<file path="config.mk">
export PLATFORM = sky130hd
export DESIGN_NAME = sa_port_arbiter
export DESIGN_NICKNAME = d
export VERILOG_FILES = /design/src/rtl/sa_arb_pkg.sv /design/src/rtl/rr_arbiter.sv /design/src/rtl/sa_port_arbiter.sv
export SDC_FILE = /design/constraint.sdc
export NUM_CORES = 1
export LEC_CHECK = 0
export ABC_AREA = 1
export CORE_MARGIN = 8
export CORE_UTILIZATION = 38
export CTS_CLUSTER_DIAMETER = 100
export CTS_CLUSTER_SIZE = 40
export DETAILED_ROUTE_END_ITERATION = 7
export DONT_BUFFER_PORTS = 1
export HOLD_SLACK_MARGIN = 0.08
export PLACE_DENSITY = 0.49
export SLEW_MARGIN = 40
export SYNTH_ARGS = -nofsm -noshare
export SYNTH_HDL_FRONTEND = slang
export SYNTH_SLANG_ARGS = --single-unit
</file>
<file path="constraint.sdc">
create_clock -name sys_clk -period 3.58 [get_ports sys_clk]
set_clock_uncertainty 0.15 [all_clocks]
set_input_delay 0.358 -clock sys_clk [delete_from_list [all_inputs] [get_ports sys_clk]]
set_output_delay 0.358 -clock sys_clk [all_outputs]
set_load 0.03 [all_outputs]
</file>
<file path="src/rtl/sa_arb_pkg.sv">
// Shared types and constants for the sense-amplifier read-port arbiter.
// Contents:
//   sa_state_e - sequencer states (IDLE, ARB, ISSUE, WAIT_FIN, RESP)
//   DefAddrW   - default decoder address width
//   DefDataW   - default sense-amplifier data width
//   id_width() - bits needed to index n requesters (minimum 1)
package sa_arb_pkg;

   typedef enum logic [2:0] {
      StIdle    = 3'd0,
      StArb     = 3'd1,
      StIssue   = 3'd2,
      StWaitFin = 3'd3,
      StResp    = 3'd4
   } sa_state_e;

   localparam int unsigned DefAddrW = 21;
   localparam int unsigned DefDataW = 9;

   function automatic int unsigned id_width(input int unsigned n);
      return (n > 1) ? $clog2(n) : 1;
   endfunction

endpackage

</file>
<file path="src/rtl/rr_arbiter.sv">
// Combinational round-robin picker.
// The search starts just above the last granted index and wraps around.
// The same picker is intended for the write-port arbiter.
// Ports:
//   req_i    - request vector
//   last_i   - index granted most recently
//   valid_o  - at least one request is pending
//   winner_o - index of the selected requester
module rr_arbiter import sa_arb_pkg::*; #(
   parameter int unsigned NumReq = 2,
   parameter int unsigned IdW    = id_width(NumReq)
) (
   input  logic [NumReq-1:0] req_i,
   input  logic [IdW-1:0]    last_i,
   output logic              valid_o,
   output logic [IdW-1:0]    winner_o
);

   int unsigned idx;

   always_comb begin
      valid_o  = 1'b0;
      winner_o = '0;
      idx      = 0;
      for (int unsigned i = 1; i <= NumReq; i++) begin
         idx = (32'(last_i) + i) % NumReq;
         if (!valid_o && req_i[idx]) begin
            valid_o  = 1'b1;
            winner_o = IdW'(idx);
         end
      end
   end

endmodule

</file>
<file path="src/rtl/sa_port_arbiter.sv">
// Round-robin arbiter and sequencer for the shared array read port.
// The arbiter grants one requester and drives the decoder address with sa_en_o.
// It then waits for read_finish_i, captures sa_out_i and returns the data
// together with a one-cycle ack.
// All outputs are decoded from registered state.
// Optional build macro SA_TIMEOUT_EN adds a WAIT_FIN watchdog (TIMEOUT_CYC) and err_o.
// Ports:
//   sys_clk, rst_n  - clock, asynchronous active-low reset
//   sys_en_i        - low blocks new arbitration
//   req_i           - per-requester level request, held until ack
//   req_addr_i      - packed addresses, requester i at [i*ADDR_W +: ADDR_W]
//   req_mode_i      - per-requester mode, 1 forces captured data LSB to 0
//   read_finish_i   - SA conversion done
//   sa_out_i        - SA data
//   sa_en_o         - SA enable (ISSUE, WAIT_FIN)
//   address_o       - decoder address, holds its last value
//   ack_o           - one-hot completion pulse
//   rdata_o         - read data, valid with ack_o
//   grant_id_o      - current or last granted requester
//   busy_o          - high outside IDLE
//   err_o           - watchdog timeout, pulses with ack_o (SA_TIMEOUT_EN only)
module sa_port_arbiter import sa_arb_pkg::*; #(
   parameter int unsigned NUM_REQ = 2,
   parameter int unsigned ADDR_W  = DefAddrW,
   parameter int unsigned DATA_W  = DefDataW,
   localparam int unsigned IdW    = id_width(NUM_REQ)
`ifdef SA_TIMEOUT_EN
   , parameter int unsigned TIMEOUT_CYC = 64
`endif
) (
   input  logic                      sys_clk,
   input  logic                      rst_n,
   input  logic                      sys_en_i,
   input  logic [NUM_REQ-1:0]        req_i,
   input  logic [NUM_REQ*ADDR_W-1:0] req_addr_i,
   input  logic [NUM_REQ-1:0]        req_mode_i,
   input  logic                      read_finish_i,
   input  logic [DATA_W-1:0]         sa_out_i,
   output logic                      sa_en_o,
   output logic [ADDR_W-1:0]         address_o,
   output logic [NUM_REQ-1:0]        ack_o,
   output logic [DATA_W-1:0]         rdata_o,
   output logic [IdW-1:0]            grant_id_o,
   output logic                      busy_o
`ifdef SA_TIMEOUT_EN
   , output logic                    err_o
`endif
);

   sa_state_e           state_q, state_d;
   logic [IdW-1:0]      last_grant_q, last_grant_d;
   logic [IdW-1:0]      grant_id_q, grant_id_d;
   logic                sel_vld_q, sel_vld_d;
   logic [ADDR_W-1:0]   lat_addr_q, lat_addr_d;
   logic [ADDR_W-1:0]   addr_q, addr_d;
   logic                mode_q, mode_d;
   logic [DATA_W-1:0]   rdata_q, rdata_d;

   logic                arb_valid;
   logic [IdW-1:0]      arb_winner;
   logic [ADDR_W-1:0]   win_addr;
   logic [ADDR_W-1:0]   issue_addr;
   logic                timeout_hit;

   rr_arbiter #(
      .NumReq (NUM_REQ),
      .IdW    (IdW)
   ) u_rr_arbiter (
      .req_i    (req_i),
      .last_i   (last_grant_q),
      .valid_o  (arb_valid),
      .winner_o (arb_winner)
   );

   assign win_addr = req_addr_i[32'(arb_winner) * ADDR_W +: ADDR_W];
   // The selection is made in the first ARB cycle and then frozen while read_finish is high.
   assign issue_addr = sel_vld_q ? lat_addr_q : win_addr;

`ifdef SA_TIMEOUT_EN
   localparam int unsigned CntW = id_width(TIMEOUT_CYC);
   logic [CntW-1:0] cnt_q, cnt_d;
   logic            to_q, to_d;

   assign timeout_hit = (cnt_q == CntW'(TIMEOUT_CYC - 1));

   always_comb begin
      cnt_d = cnt_q;
      to_d  = to_q;
      if (state_q == StArb && state_d == StIssue) begin
         cnt_d = '0;
         to_d  = 1'b0;
      end else if (state_q == StWaitFin) begin
         cnt_d = cnt_q + 1'b1;
         if (!read_finish_i && timeout_hit) to_d = 1'b1;
      end
   end

   always_ff @(posedge sys_clk or negedge rst_n) begin
      if (!rst_n) begin
         cnt_q <= '0;
         to_q  <= 1'b0;
      end else begin
         cnt_q <= cnt_d;
         to_q  <= to_d;
      end
   end

   assign err_o = (state_q == StResp) && to_q;
`else
   assign timeout_hit = 1'b0;
`endif

   always_comb begin
      state_d      = state_q;
      last_grant_d = last_grant_q;
      grant_id_d   = grant_id_q;
      sel_vld_d    = sel_vld_q;
      lat_addr_d   = lat_addr_q;
      addr_d       = addr_q;
      mode_d       = mode_q;
      rdata_d      = rdata_q;
      unique case (state_q)
         StIdle: begin
            if (sys_en_i && |req_i) state_d = StArb;
         end
         StArb: begin
            if (!sel_vld_q) begin
               if (arb_valid) begin
                  sel_vld_d  = 1'b1;
                  grant_id_d = arb_winner;
                  lat_addr_d = win_addr;
                  mode_d     = req_mode_i[arb_winner];
               end else begin
                  // Every requester withdrew before selection.
                  state_d = StIdle;
               end
            end
            if ((sel_vld_q || arb_valid) && !read_finish_i) begin
               state_d   = StIssue;
               addr_d    = issue_addr;
               sel_vld_d = 1'b0;
            end
         end
         StIssue: begin
            state_d = StWaitFin;
         end
         StWaitFin: begin
            if (read_finish_i) begin
               rdata_d = mode_q ? {sa_out_i[DATA_W-1:1], 1'b0} : sa_out_i;
               state_d = StResp;
            end else if (timeout_hit) begin
               rdata_d = '0;
               state_d = StResp;
            end
         end
         StResp: begin
            last_grant_d = grant_id_q;
            state_d      = StIdle;
         end
         default: state_d = StIdle;
      endcase
   end

   always_ff @(posedge sys_clk or negedge rst_n) begin
      if (!rst_n) begin
         state_q      <= StIdle;
         last_grant_q <= IdW'(NUM_REQ - 1);
         grant_id_q   <= '0;
         sel_vld_q    <= 1'b0;
         lat_addr_q   <= '0;
         addr_q       <= '0;
         mode_q       <= 1'b0;
         rdata_q      <= '0;
      end else begin
         state_q      <= state_d;
         last_grant_q <= last_grant_d;
         grant_id_q   <= grant_id_d;
         sel_vld_q    <= sel_vld_d;
         lat_addr_q   <= lat_addr_d;
         addr_q       <= addr_d;
         mode_q       <= mode_d;
         rdata_q      <= rdata_d;
      end
   end

   assign sa_en_o    = (state_q == StIssue) || (state_q == StWaitFin);
   assign address_o  = addr_q;
   assign ack_o      = (state_q == StResp) ? (NUM_REQ'(1) << grant_id_q) : '0;
   assign rdata_o    = rdata_q;
   assign grant_id_o = grant_id_q;
   assign busy_o     = (state_q != StIdle);

endmodule

</file>
After elaboration in Yosys (flattened, before gate mapping)
Index checks and enable logic that the tools add are counted.
{ "totals": {"out_inout_bits": 35, "regBits": 58} }
{ "op_classes": {"n_eq_ne": 8, "add_sub_neg": 2, "n_mux": 22, "magnitude_cmp": 3, "mul": 1, "shift": 2, "bitwise_logic": 1, "n_reduce_logical": 14} }
{ "op_table": {"columns": ["operator", "count"], "rows": [
  ["indexed part select 42 x 7 -> 21 bit", 1],
  ["two-way mux 21 bit", 1],
  ["two-way mux 3 bit", 5],
  ["two-way mux 1 bit", 14],
  ["case mux 3 bit (4 select lines)", 1],
  ["equality test 3 x 2 -> 1 bit, second input constant", 2],
  ["< comparator 1 x 2 -> 1 bit, second input constant", 3],
  ["multiplier 1 x 5 -> 6 bit, second input constant", 1],
  ["inequality test 3 bit, second input constant", 2],
  ["inequality test 2 bit, second input constant", 2],
  ["AND reduction 2 bit", 2],
  ["AND reduction 4 bit", 1],
  ["equality test 3 x 1 -> 1 bit, second input constant", 1],
  ["equality test 3 bit, second input constant", 1],
  ["logical AND 1 bit", 3],
  ["zero test 3 bit", 1],
  ["AND reduction 3 bit", 1],
  ["nonzero test 3 bit", 1],
  ["adder 1 bit, second input constant", 2],
  ["zero test 1 bit", 2],
  ["logical OR 1 bit", 2],
  ["two-way mux 2 bit", 1],
  ["OR reduction 2 bit", 1],
  ["left shift 1 x 1 -> 2 bit, first input constant", 1],
  ["NOT 1 bit", 1]
]} }

Logic depth before layout (Yosys ltp)
Gate-level depths: netlist of run 1.
{ "depth": {"depth_word": 11, "depth_mapped": 9} }

Hierarchy
A second synthesis of run 1 with hierarchy kept.
{ "hier_totals": {"cells_unflattened": 352, "hier_area_um2": 2886.5} }
{ "by_module_without_submodules": {"columns": ["mod", "area_per_inst_um2", "cells_per_inst", "instances"], "rows": [
  ["sa_port_arbiter", 2871.5, 349, 1],
  ["rr_arbiter", 15.0, 3, 1]
]} }

Least setup slack after synthesis of run 1
OpenSTA, ideal clock, no wires.
{ "synth_path": {"path_kind": "reg2out", "start": "register grant_id_q, in the netlist grant_id_o", "end": "output ack_o[1]", "path_slack_ps": 2035, "arrival_ps": 1037, "path_stages_with_launch": 3, "path_cell_list": "dfrtp_1 inv_1 nor2_1"} }
{ "synth_via": {"elab_chain_cells": 2} }
{ "synth_rtl": {"columns": ["item", "line_no", "source"], "rows": [
  ["start: declaration", "sa_port_arbiter.sv:52", "logic [IdW-1:0] grant_id_q, grant_id_d;"],
  ["start signal: assignment", "sa_port_arbiter.sv:177", "grant_id_q <= grant_id_d;"],
  ["left shift 1 x 1 -> 2 bit", "sa_port_arbiter.sv:188", "assign ack_o = (state_q == StResp) ? (NUM_REQ'(1) << grant_id_q) : '0;"],
  ["two-way mux 2 bit", "sa_port_arbiter.sv:188", null],
  ["end: declaration", "sa_port_arbiter.sv:41", "output logic [NUM_REQ-1:0] ack_o,"]
]} }
Every way passes these cells.

Worst setup path in the final report of run 1
{ "layout_path": {"start": "register last_grant_q", "end": "register addr_q[2], in the netlist address_o[2]"} }
{ "layout_via": {"elab_chain_cells": 10} }
{ "layout_rtl": {"columns": ["item", "line_no", "source"], "rows": [
  ["start: declaration", "sa_port_arbiter.sv:51", "logic [IdW-1:0] last_grant_q, last_grant_d;"],
  ["start signal: assignment", "sa_port_arbiter.sv:167", "last_grant_q <= IdW'(NUM_REQ - 1);"],
  ["start signal: assignment", "sa_port_arbiter.sv:176", "last_grant_q <= last_grant_d;"],
  ["adder 1 bit", "rr_arbiter.sv:26", "idx = (32'(last_i) + i) % NumReq;"],
  ["two-way mux 1 bit (not written as such) (2 in series)", "rr_arbiter.sv:27", "if (!valid_o && req_i[idx]) begin"],
  ["two-way mux 1 bit", "rr_arbiter.sv:27", null],
  ["zero test 1 bit", "rr_arbiter.sv:27", null],
  ["logical AND 1 bit", "rr_arbiter.sv:27", null],
  ["two-way mux 1 bit", "rr_arbiter.sv:27", null],
  ["multiplier 1 x 5 -> 6 bit / logical OR 1 bit (equally long branches)", "sa_port_arbiter.sv:75, sa_port_arbiter.sv:138", null],
  ["indexed part select 42 x 7 -> 21 bit / logical AND 1 bit (equally long branches)", "sa_port_arbiter.sv:75, sa_port_arbiter.sv:138", null],
  ["two-way mux 21 bit / AND reduction 2 bit (equally long branches)", null, null],
  ["end signal: assignment", "sa_port_arbiter.sv:180", "addr_q <= addr_d;"],
  ["end: declaration", "sa_port_arbiter.sv:55", "logic [ADDR_W-1:0] addr_q, addr_d;"]
]} }
Several ways; a longest one is shown, not always the timed one. The select of a mux whose other input is x is not followed.
A chain may end at the register's enable or synchronous reset.

==> results of run 1 <==
registers in the layout, summed over array words and instances (netlist names):
signal,cells
address_o,21
grant_id_o,1
last_grant_q,1
lat_addr_q,21
mode_q,1
rdata_o,9
sel_vld_q,1
state_q,3
layer usage:
metal	vias to the layer above	part of all wire, %
met5	-	0
met4	0	1.2
met3	8	12
met2	78	44
met1	1071	43
li1	1203	-
Yosys cell counts:
| cell type | count | area, sq um |
|---|---|---|
| a21oi_1 | 1 | 5.000 |
| a31oi_1 | 1 | 6.260 |
| buf_2 | 6 | 30.03 |
| buf_4 | 2 | 15.01 |
| buf_6 | 7 | 78.83 |
| clkbuf_1 | 3 | 11.26 |
| clkinv_1 | 1 | 3.750 |
| dfrtp_1 | 57 | 1426 |
| dfstp_2 | 1 | 26.28 |
| inv_1 | 27 | 101.4 |
| inv_2 | 2 | 7.510 |
| inv_4 | 1 | 6.260 |
| nand2_1 | 168 | 630.6 |
| nand2_2 | 1 | 6.260 |
| nand3_1 | 38 | 190.2 |
| nand3_2 | 1 | 10.01 |
| nand3b_1 | 1 | 7.510 |
| nor2_1 | 21 | 78.83 |
| nor2_2 | 1 | 6.260 |
| nor2_4 | 1 | 11.26 |
| o211ai_1 | 1 | 7.510 |
| o21ai_0 | 23 | 115.1 |
| o21ai_1 | 12 | 60.06 |
| o21ai_2 | 3 | 26.28 |
per-stage QoR:
step | worst slack (ps) | util (%) | area [sq um] | total power [mW]
2_1_floorplan | 2035 | - | 2868 | 2.186
3_3_place_gp | 1507 | 39.38 | 2872 | 2.322
3_5_place_dp | 1480 | 39.38 | 2872 | 2.345
4_1_cts | 1447 | 43.74 | 3189 | 2.957
5_1_grt | 1278 | 43.74 | 3189 | 3.158
6_report | 1494 | 43.74 | 3189 | 2.904
logic make-up (layout without fill, tap and decap cells):
family / Yosys count / in the layout / synth area share, %
simple gates: 232 / 232 / 32.81
compound gates: 41 / 41 / 7.679
buf+inv: 49 / 61 / 8.857
flops: 58 / 58 / 50.65
layout by cell type (no fill, tap or decap), drive strengths merged:
master and count:
clkinv 4, bufinv 1, a31oi 1, clkbuf 12, nand2 169, dfstp 1
nand3b 1, buf 3, dlygate4sd3 11, o21ai 38, inv 30, nand3 39
nor2 23, dfrtp 57, a21oi 1, o211ai 1
cell type report:
| cell class | count | area share (%) |
|---|---|---|
| clock buffer | 12 | 4.237 |
| clock inverter | 4 | 1.412 |
| inverter | 31 | 3.727 |
| multi-input combinational | 273 | 36.41 |
| sequential | 58 | 45.55 |
| tap | 99 | 3.884 |
| timing repair buffer | 14 | 4.786 |
report_power, final:
part	total, mW	internal, mW	switching, mW
sequential	1.46	0.959	0.500
combinational	0.877	0.286	0.591
clock	0.569	0.319	0.250
total	2.90	1.56	1.34
worst max path at each step:
| stage | slack, ps | start | endpoint | cells after the start |
|---|---|---|---|---|
| 2_1_floorplan | 2040 | grant_id_o | ack_o[1] | 2 |
| 3_3_place_gp | 1510 | state_q[1] | address_o[18] | 6 |
| 3_5_place_dp | 1480 | last_grant_q | address_o[2] | 7 |
| 4_1_cts | 1450 | read_finish_i | address_o[20] | 7 |
| 5_1_grt | 1280 | last_grant_q | lat_addr_q[0] | 7 |
| 6_report | 1490 | last_grant_q | address_o[2] | 7 |
repair_timing:
action,CTS,global route
hold buffers,12,0
resized for setup,0,0
hold endpoints to repair,69,0
==> impl_metrics.tcl, run 1 <==
set metrics [dict create \
    power.density_nw_per_um2 910.7 \
    nFillCells 761 \
    wirelength_um 7436 \
    r2r_start "last_grant_q" \
    wire_per_inst_um 15.14 \
    use_met3_pct 6.820 \
    instances_no_fill 491 \
    syn_inst 380 \
    synth_cell_types 24 \
    drtIter0Drc 67 \
    diodes 0 \
    post_cts_buffers 0 \
    rsz0062_at_grt "false" \
    synthesis.nets 439 \
    fin_tns_setup_ps 0 \
    ant_nets 0 \
    start_kind "flip-flop" \
    grt.busiest_layer "met2" \
    tightest_slew_ps 811.1 \
    area_delta_synth_final_pct 11.21 \
    min_period_ps 2086 \
    dieArea_sq_um 10580 \
    hold_depth 2 \
    final_net_count 446 \
    synth_area_sq_um 2868 \
    vias 2360 \
    critPathKind "flip-flop to flip-flop" \
    peakVddDrop_mv 0.3466 \
    chipHeight_um 102.9 \
    cts_max_level 3 \
    root_buffer "clkbuf_8" \
    register_area_sq_um 1453 \
    min_from "sys_en_i" \
    globalplace.congestion 0.8378 \
    hold_class "input pin to flip-flop" \
    fmax_mhz 479.4 \
    antenna_found_initial 0 \
    min_period_over_period_pct 58.26 \
    drv_slew 0 \
    cts.sinks 58 \
    clk_path_buf_depth 2 \
    numCtsBuffers 9 \
    path_common_cell "nand2_1" \
    crit_fanout 23 \
    critPathBufInv 1 \
    fp.coreArea_sq_um 7292 \
    crit_path_end_kind "flip-flop" \
    yosys_warnings 0 \
    crit_required_ps 3670 \
    multi_input_area_sq_um 1161 \
    rows 31 \
    placedCellCount 463 \
    gr-usage-met2_pct 22.23 \
    die_w_um 102.9 \
    r2r_setup_slack_ps 1490 \
    initial_core_util_pct 39.33 \
    critical_path.top_delay_family "simple AND/OR/NAND/NOR gates" \
    grt_util_all_layers_pct 15.00 \
    clk_latency_ps 330 \
    drtPass1Iterations 6 \
    overflow 0 \
    r2r_end "address_o[2]" \
    cpPeakStageDelay_ps 630 \
    grt_pass1_wl_um 12230 \
    worst-endpoint-arrival_ps 2180 \
    clkTransAtPathRegs_ps 70 \
    numPortBuffers 0 \
    min_to "state_q[0]" \
    leakage_nw 1.606 \
    dp.final_hpwl_um 4956 \
    viasPerCell 4.807 \
    worstPathCellList "nand2_1, buf_4, nand2_1, nand2_1, nand2_1, nor2_1, o21ai_0" \
    rr_worst_depth 7 \
    crit_slowest_cell "nand2_1" \
    drive_gt1_share_pct 6.888 \
    finalHoldViolCount 0 \
    met1_usage_pct 18.69 \
    pin_count 94 \
    synth_seq_cells 58 \
    cts_tree "done" \
    max_cap_viol_count 0 \
    grt_max_degree 59 \
    grt_pass1_vias 2362 \
    syn_area_per_cell_sq_um 7.547 \
    hold_slack_ps 92.91 \
    slew_headroom_pct 45.80 \
    setup_viol 0 \
    outcome "complete, no violations" \
    ys_seq_area_share_pct 50.65 \
    drc 0 \
]
Power figures use the tool's default switching activity.
==> run 2, diff against run 1 <==
Clock period 3.58 ns to 1.95 ns, I/O delays scaled along.
==> run 2 against run 1 <==
Net effect: critical path depth stayed put; first-iteration DRC count is 31% higher; wire length up 9.4%; utilization rose by 8.0 points.
==> impl_metrics.tcl, run 2 (synthesis results as in run 1) <==
set metrics [dict create \
    total_power_mw 5.608 \
    drive_gt1_share_pct 7.865 \
    drv_slew 0 \
    dp.final_hpwl_um 5090 \
    fin_tns_setup_ps 0 \
    vias 2619 \
    grt_pass1_vias 2718 \
    cts.sinks 58 \
    tightest_slew_ps 587.7 \
    design_area_sq_um 3776 \
    min_period_over_period_pct 93.84 \
    ant_nets 0 \
    grt_util_all_layers_pct 16.00 \
    outcome "complete, no violations" \
    pin_count 94 \
    rsz0062_at_grt "false" \
    root_buffer "clkbuf_8" \
    viasPerCell 4.814 \
    power.density_nw_per_um2 1485 \
    hold_class "input pin to flip-flop" \
    drtPass1Iterations 4 \
    hold_slack_ps 116.2 \
    drtIter0Drc 88 \
    chipHeight_um 102.9 \
    diodes 0 \
    use_met3_pct 4.862 \
    antenna_found_initial 0 \
    place_area_sq_um 2927 \
    crit_path_end_kind "flip-flop" \
    met1_usage_pct 19.43 \
    crit_fanout 11 \
    grt_pass1_wl_um 13110 \
    critPathKind "flip-flop to flip-flop" \
    overflow 0 \
    globalplace.congestion 0.8037 \
    final_common_cell "nand2_1" \
    clkTransAtPathRegs_ps 70 \
    worst-endpoint-arrival_ps 1900 \
    final_util_pct 51.78 \
    nFillCells 733 \
    die_w_um 102.9 \
    fmax_mhz 546.5 \
    start_kind "flip-flop" \
    wirelength_um 8134 \
    clk_latency_ps 330 \
    grt.busiest_layer "met2" \
    area_delta_synth_final_pct 31.68 \
    initial_core_util_pct 39.33 \
    crit_required_ps 2020 \
    wire_per_inst_um 14.95 \
    rows 31 \
    clk_path_buf_depth 2 \
    numCtsBuffers 9 \
    gr-usage-met2_pct 25.67 \
    leakage_nw 1.861 \
    layout_common_cells "nand2_1, dlygate4sd3_1, dfrtp_1" \
    drc 0 \
    setup_viol 0 \
    peakVddDrop_mv 0.6225 \
    fp.coreArea_sq_um 7292 \
    finalHoldViolCount 0 \
    min_period_ps 1830 \
    slew_headroom_pct 60.68 \
    final_net_count 499 \
    grt_max_degree 59 \
    cts_tree "done" \
    dieArea_sq_um 10580 \
    numPortBuffers 0 \
    cts_max_level 3 \
    max_cap_viol_count 0 \
]
## run 2: metal layers
layer	vias to the layer above	part of all wire [%]
met5	-	0
met4	0	1.2
met3	9	7.9
met2	88	45
met1	1219	46
li1	1303	-
## run 2: area by class of cell
type / count / area, sq um / share of cell area (%)
Clock buffer: 13 / 148.9 / 3.943
Clock inverter: 3 / 40.04 / 1.060
Inverter: 31 / 118.9 / 3.148
Multi-Input combinational cell: 273 / 1171 / 31.01
Sequential cell: 58 / 1453 / 38.47
Tap cell: 99 / 123.9 / 3.280
Timing Repair Buffer: 67 / 720.7 / 19.09
## run 2: worst max-delay path, stage by stage (launching register included)
cell           delay [ps]
dfstp_2               560
nand2_4                80
buf_12                150
nand3_1                60
dlygate4sd3_1         550
nand2_1                60
nand2_1                60
nand2_1                50
## run 2: final timing paths
kind | from | end | slack, ps | depth (start not counted)
setup / recovery | last_grant_q | mode_q | 120 | 7
hold / removal | req_i[1] | mode_q | 120 | 5
setup reg to reg | last_grant_q | mode_q | 120 | 7
hold reg to reg | mode_q | mode_q | 340 | 2
max in group asynchronous | rst_n | last_grant_q | 1110 | 2
min in group asynchronous | rst_n | address_o[7] | 250 | 2
## run 2: power by group
group          internal, mW  switching (mW)  total [mW]  leakage (nW)
Combinational         0.700            1.14        1.84          1.04
Clock                 0.623           0.459        1.08        0.0974
Sequential             1.76           0.922        2.68         0.722
Total                  3.08            2.52        5.61          1.86
## run 2: per-stage QoR
stage	setup slack (ps)	cells
2_1_floorplan	534.2	380
3_3_place_gp	327.9	467
3_5_place_dp	330.7	467
4_1_cts	48.00	543
5_1_grt	24.89	544
6_report	120.1	544
## run 2: timing repair
action,4_1_cts,5_1_grt
endpoints found under the setup margin,0,2
buffers inserted,0,0
resized for setup,0,6
hold buffers,60,0
endpoints found under the hold margin,113,0
==> run 3, diff against run 2 <==
Settings changed: CORE_MARGIN 8 to unset.
==> run 3 against run 2 <==
Net effect: clock power increased by 16%; largest cell class unchanged; sequential share of layout area decreased by 1.1 points; design area increased by 3.0%; maximum frequency decreased by 2.8%; first-iteration DRC count increased by 33%; via count increased by 1.7%; highest routed layer unchanged; critical path type unchanged.
==> impl_metrics.tcl, run 3 (synthesis results as in run 1) <==
set metrics [dict create \
    grt_pass1_wl_um 12030 \
    drv_slew 0 \
    clk_path_buf_depth 2 \
    instances_no_fill 552 \
    outcome "complete, no violations" \
    clk_latency_ps 330 \
    fin_ws_ps 67.37 \
    final_net_count 507 \
    total_power_mw 5.821 \
    wire_per_inst_um 14.49 \
    intPower_mw 3.232 \
    drc 0 \
    area_delta_synth_final_pct 35.60 \
    max_cap_viol_count 0 \
    setup_viol 0 \
    min_period_ps 1883 \
    swShare_pct 44.48 \
    grt_util_all_layers_pct 20.62 \
    worst-endpoint-arrival_ps 1960 \
    rsz0062_at_grt "true" \
    vias 2664 \
    crit_fanout 11 \
    overflow 0 \
    comb_power_share_pct 32.5 \
    chipHeight_um 88.87 \
    slew_headroom_pct 54.05 \
    initial_core_util_pct 39.33 \
    fp.coreArea_sq_um 7292 \
    start_kind "flip-flop" \
    fmax_mhz 531.2 \
    power.density_nw_per_um2 1497 \
    drive_gt1_share_pct 9.492 \
    nFillCells 714 \
    p_sw_mw 2.589 \
    critPathKind "flip-flop to flip-flop" \
    clkPwrFrac_pct 21.5 \
    rows 31 \
    drtPass1Iterations 4 \
    min_period_over_period_pct 96.55 \
    pre_cts_ws_ps 320.3 \
    grt_max_degree 59 \
    finalHoldViolCount 0 \
    tightest_slew_ps 687.1 \
    dieArea_sq_um 7898 \
    layout_common_cells "nand2_1, dlygate4sd3_1, dfrtp_1" \
    leakage_nw 1.907 \
    numCtsBuffers 9 \
    numPortBuffers 0 \
    antenna_found_initial 0 \
    hold_class "input pin to flip-flop" \
    grt_pass1_vias 2556 \
    cts_tree "done" \
    wirelength_um 7997 \
    placedCellCount 469 \
    globalplace.congestion 0.7890 \
    pin_count 94 \
    rr_worst_depth 7 \
    root_buffer "clkbuf_8" \
    dp.final_hpwl_um 4573 \
    drtIter0Drc 117 \
    hold_depth 4 \
    final_common_cell "nand2_1" \
    peakVddDrop_mv 0.6287 \
    cts_max_level 3 \
    clkTransAtPathRegs_ps 70 \
    die_w_um 88.87 \
    p_seq_share_pct 46.0 \
    crit_required_ps 2020 \
    cts.sinks 58 \
    crit_path_end_kind "flip-flop" \
    diodes 0 \
    viasPerCell 4.826 \
    ant_nets 0 \
]
## run 3: cell count changes in the layout (fill, tap and decap cells not counted), moves of 2 or more
cell           previous run  this run
buf_4                     3         8
dlygate4sd3_1            58        63
clkbuf_1                  3         1
nand2_1                 166       164
## run 3: per-stage QoR
stage | hold WS [ps] | TNS [ps] | area [sq um] | utilization (%)
2_1_floorplan | -250.6 | 0 | 2868 | -
5_1_grt | 81.37 | -31.20 | 3889 | 53.33
6_report | 30.66 | 0 | 3889 | 53.33
3_5_place_dp | -249.1 | 0 | 2929 | 40.17
4_1_cts | -16.17 | 0 | 3776 | 51.78
3_3_place_gp | -249.2 | 0 | 2929 | 40.17
## run 3: area by class of cell
type / count / area [sq um] / area share (%)
Inverter: 31 / 123.9 / 3.185
Tap cell: 99 / 123.9 / 3.185
Timing Repair Buffer: 75 / 783.3 / 20.14
Sequential cell: 58 / 1453 / 37.36
Clock buffer: 11 / 141.4 / 3.636
Clock inverter: 5 / 77.57 / 1.995
Multi-Input combinational cell: 273 / 1186 / 30.50
## run 3: metal layers
layer	global-route usage, %	up-vias	routed length (um)
met5	0	-	0
met4	10.12	0	116
li1	-	1323	-
met1	25.81	1248	3683
met2	33.22	84	3745
met3	5.224	9	452
## run 3: final timing paths
check                              from  slack (ps)            end
max                        last_grant_q          70   address_o[1]
min                            req_i[1]          30  lat_addr_q[4]
max reg2reg                last_grant_q          70   address_o[1]
min reg2reg                      mode_q         330         mode_q
max in group asynchronous         rst_n        1100   last_grant_q
min in group asynchronous         rst_n         240  address_o[10]
## run 3: critical path, stage by stage, from the launching register on
cell           delay [ps]
dfstp_2               560
nand2_4                80
buf_12                150
nand3_2                60
dlygate4sd3_1         550
nand3_1                70
nand3_1                80
nand2_1                60
## run 3: power by group through the flow
stage	clock network, mW	logic (mW)	registers [mW]
2_1_floorplan	0	1.42	2.60
3_3_place_gp	0	1.62	2.70
3_5_place_dp	0	1.64	2.69
4_1_cts	1.27	1.81	2.68
5_1_grt	1.33	2.18	2.76
6_report	1.25	1.89	2.68
## run 3: what timing repair did
action / CTS / global route
resized for setup: 0 / 12
setup endpoints to repair: 0 / 5
hold endpoints to repair: 113 / 27
setup buffers: 0 / 2
hold buffers: 61 / 4
==> variant: new RTL, settings of run 2 <==
Set the parameter `NUM_REQ` to 1 (it was 2).
--- a/src/rtl/sa_port_arbiter.sv
+++ b/src/rtl/sa_port_arbiter.sv
@@ -20,7 +20,7 @@
 //   busy_o          - high outside IDLE
 //   err_o           - watchdog timeout, pulses with ack_o (SA_TIMEOUT_EN only)
 module sa_port_arbiter import sa_arb_pkg::*; #(
-   parameter int unsigned NUM_REQ = 2,
+   parameter int unsigned NUM_REQ = 1,
    parameter int unsigned ADDR_W  = DefAddrW,
    parameter int unsigned DATA_W  = DefDataW,
    localparam int unsigned IdW    = id_width(NUM_REQ)
Ports: changed (resized ack_o, req_addr_i, req_i and req_mode_i); port bits go from 94 to 70. The function was not compared with the original's and may differ.
==> variant against run 2 <==
  * Via count fell by 22%
  * Cell count fell by 21%
  * Hold slack improved by 0.13 ns
  * Power fell by 14%
  * Sequential power fell by 5%
  * Die area fell by 8.9%
  * Critical endpoint is now lat_addr_q[8]$_DFFE_PN0P_
  * Highest routed layer unchanged
  * Synthesized area fell by 11%
  * Cell area fell by 14%
  * First-iteration DRC count fell by 24%
  * Fmax fell by 4.0%
  * Setup slack got worse by 0.076 ns
  * Wire length fell by 24%
  * Sequential cell count fell by 2
  * Core utilization fell by 3.3 points
==> variant: results (changes against run 2) <==
The logs give 13.1% (-6.2 points) for the proportion of power drawn by the clock network and 62.2% (+1.5 points) for the worst relative slew slack. By area the synthesized netlist is led by dfrtp_1 (55%), nand2_1 (20%), o21ai_2 (7.5%), o21ai_0 (4.3%), inv_1 (3.5%). Path type of the worst min-delay path: input pin to async pin.

The static leakage was 0.00164 uW (-12%). Clock root buffer: clkbuf_8. The logs give 3.68 mm (-28%) for the placed wire-length estimate after detailed placement and 34.2% (+1.3 points) for the portion of total power attributed to combinational logic.

The total track usage came out at 13.1% (-2.9 points). The data arrival at the endpoint of the critical path came out at 1.95 ns (+0.05 ns). The logs give 22 (-8.3%) for the number of different library cells in the post-synthesis netlist and 57 (-3.4%) for the largest net degree at the start of global routing. The total length of routed met2 wires is 2.90 mm (-21%). The tools report the capturing instance or port of the critical path as lat_addr_q[8]$_DFFE_PN0P_. The fraction of layout instances using a drive strength above 1 was 13.4% (+5.5 points).

For this design, the slowest cell found on the critical path is dlygate4sd3_1. The clock network contribution to total cell area is 2.63% (-2.4 points), and the total of clock buffers placed in the layout is 7 (-6). The wire length of the first global-routing pass is 10.3 mm (-21%), and the post-synthesis net count is 337 (-23%). The final-layout non-clock buffer area share is 17.9% (-1.2 points), and the fill cell total of the finished layout is 643 (-12%).

The initial DRC count was 67 (-24%). The tools report the setup slack of the worst register-to-register path as 0.04 ns (-0.08 ns). The critical path starts at state_q[1]$_DFFE_PN0P_.

The logs give 2,032 (-22%) for the total via count in the routed design and 351 um (-46%) for the wire length on met3. The placed instance area was 2600 um^2 (-11%). The switching portion of total power was 45.0% (-0.063 points); the net count of the finished layout was 387 (-22%).

The deepest level of the CTS H-tree is 2 (-1), and the number of global-route vias before repair is 2,073 (-24%). The clock transition at the registers of the reported paths is 0.10 ns (+0.03 ns), and the wire length on met1 is 2.85 mm (-24%). The maximum fanout along the worst path came out at 7 (-4). Register area: 1400 um^2 (-3.4%).

The worst ir drop on vdd is 0.495 mV (-21%), and the met2 routing resource usage after global routing is 22.0% (-3.7 points). The power density normalized to cell area is 1490 nW/um^2 (+0.47%), and the area taken by multi-input logic gates is 962 um^2 (-18%). The number of non-clock buffers in the layout works out to 56 (-16%). The commonest cells after synthesis are nand2_1 (140), dfrtp_1 (56), inv_1 (24). The flow ran to the end, and the final reports show no timing, DRC or antenna violations.

The tools report the core area as 6680 um^2 (-8.4%).
==> variant: changes by cell type after synthesis, sizes merged, moves of 2 or more <==
cell,before,now
buf,15,12
o21ai,38,45
inv,30,28
nand2,169,142
nand3,39,5
nor2,23,7
==> variant: timing repair <==
action	CTS	global route
setup buffers	0	1
endpoints found under the setup margin	0	15
hold buffers	51	0
endpoints found under the hold margin	112	0
resized for setup	0	3
==> variant: logic make-up (layout without fill, tap and decap cells) <==
group	after synthesis	after routing	share of synthesized area, %
AO/OA/AOI/OAI	45	45	12.0
buffers and inverters	42	92	8.58
flip-flops	56	56	54.6
other	1	1	0.146
AND/OR/NAND/NOR	157	158	24.7
==> variant: per-stage QoR <==
stage	utilization [%]	setup WS [ns]	std cells	setup TNS, ns	hold slack (ns)
after detailed placement	38.9	0.410	371	0	-0.248
after CTS	48.0	0.0438	430	0	0.230
after floorplan	-	0.461	301	0	-0.251
after global routing	48.4	-0.0391	432	-0.120	0.256
final	48.4	0.0442	432	0	0.250
after global placement	38.9	0.440	371	0	-0.248
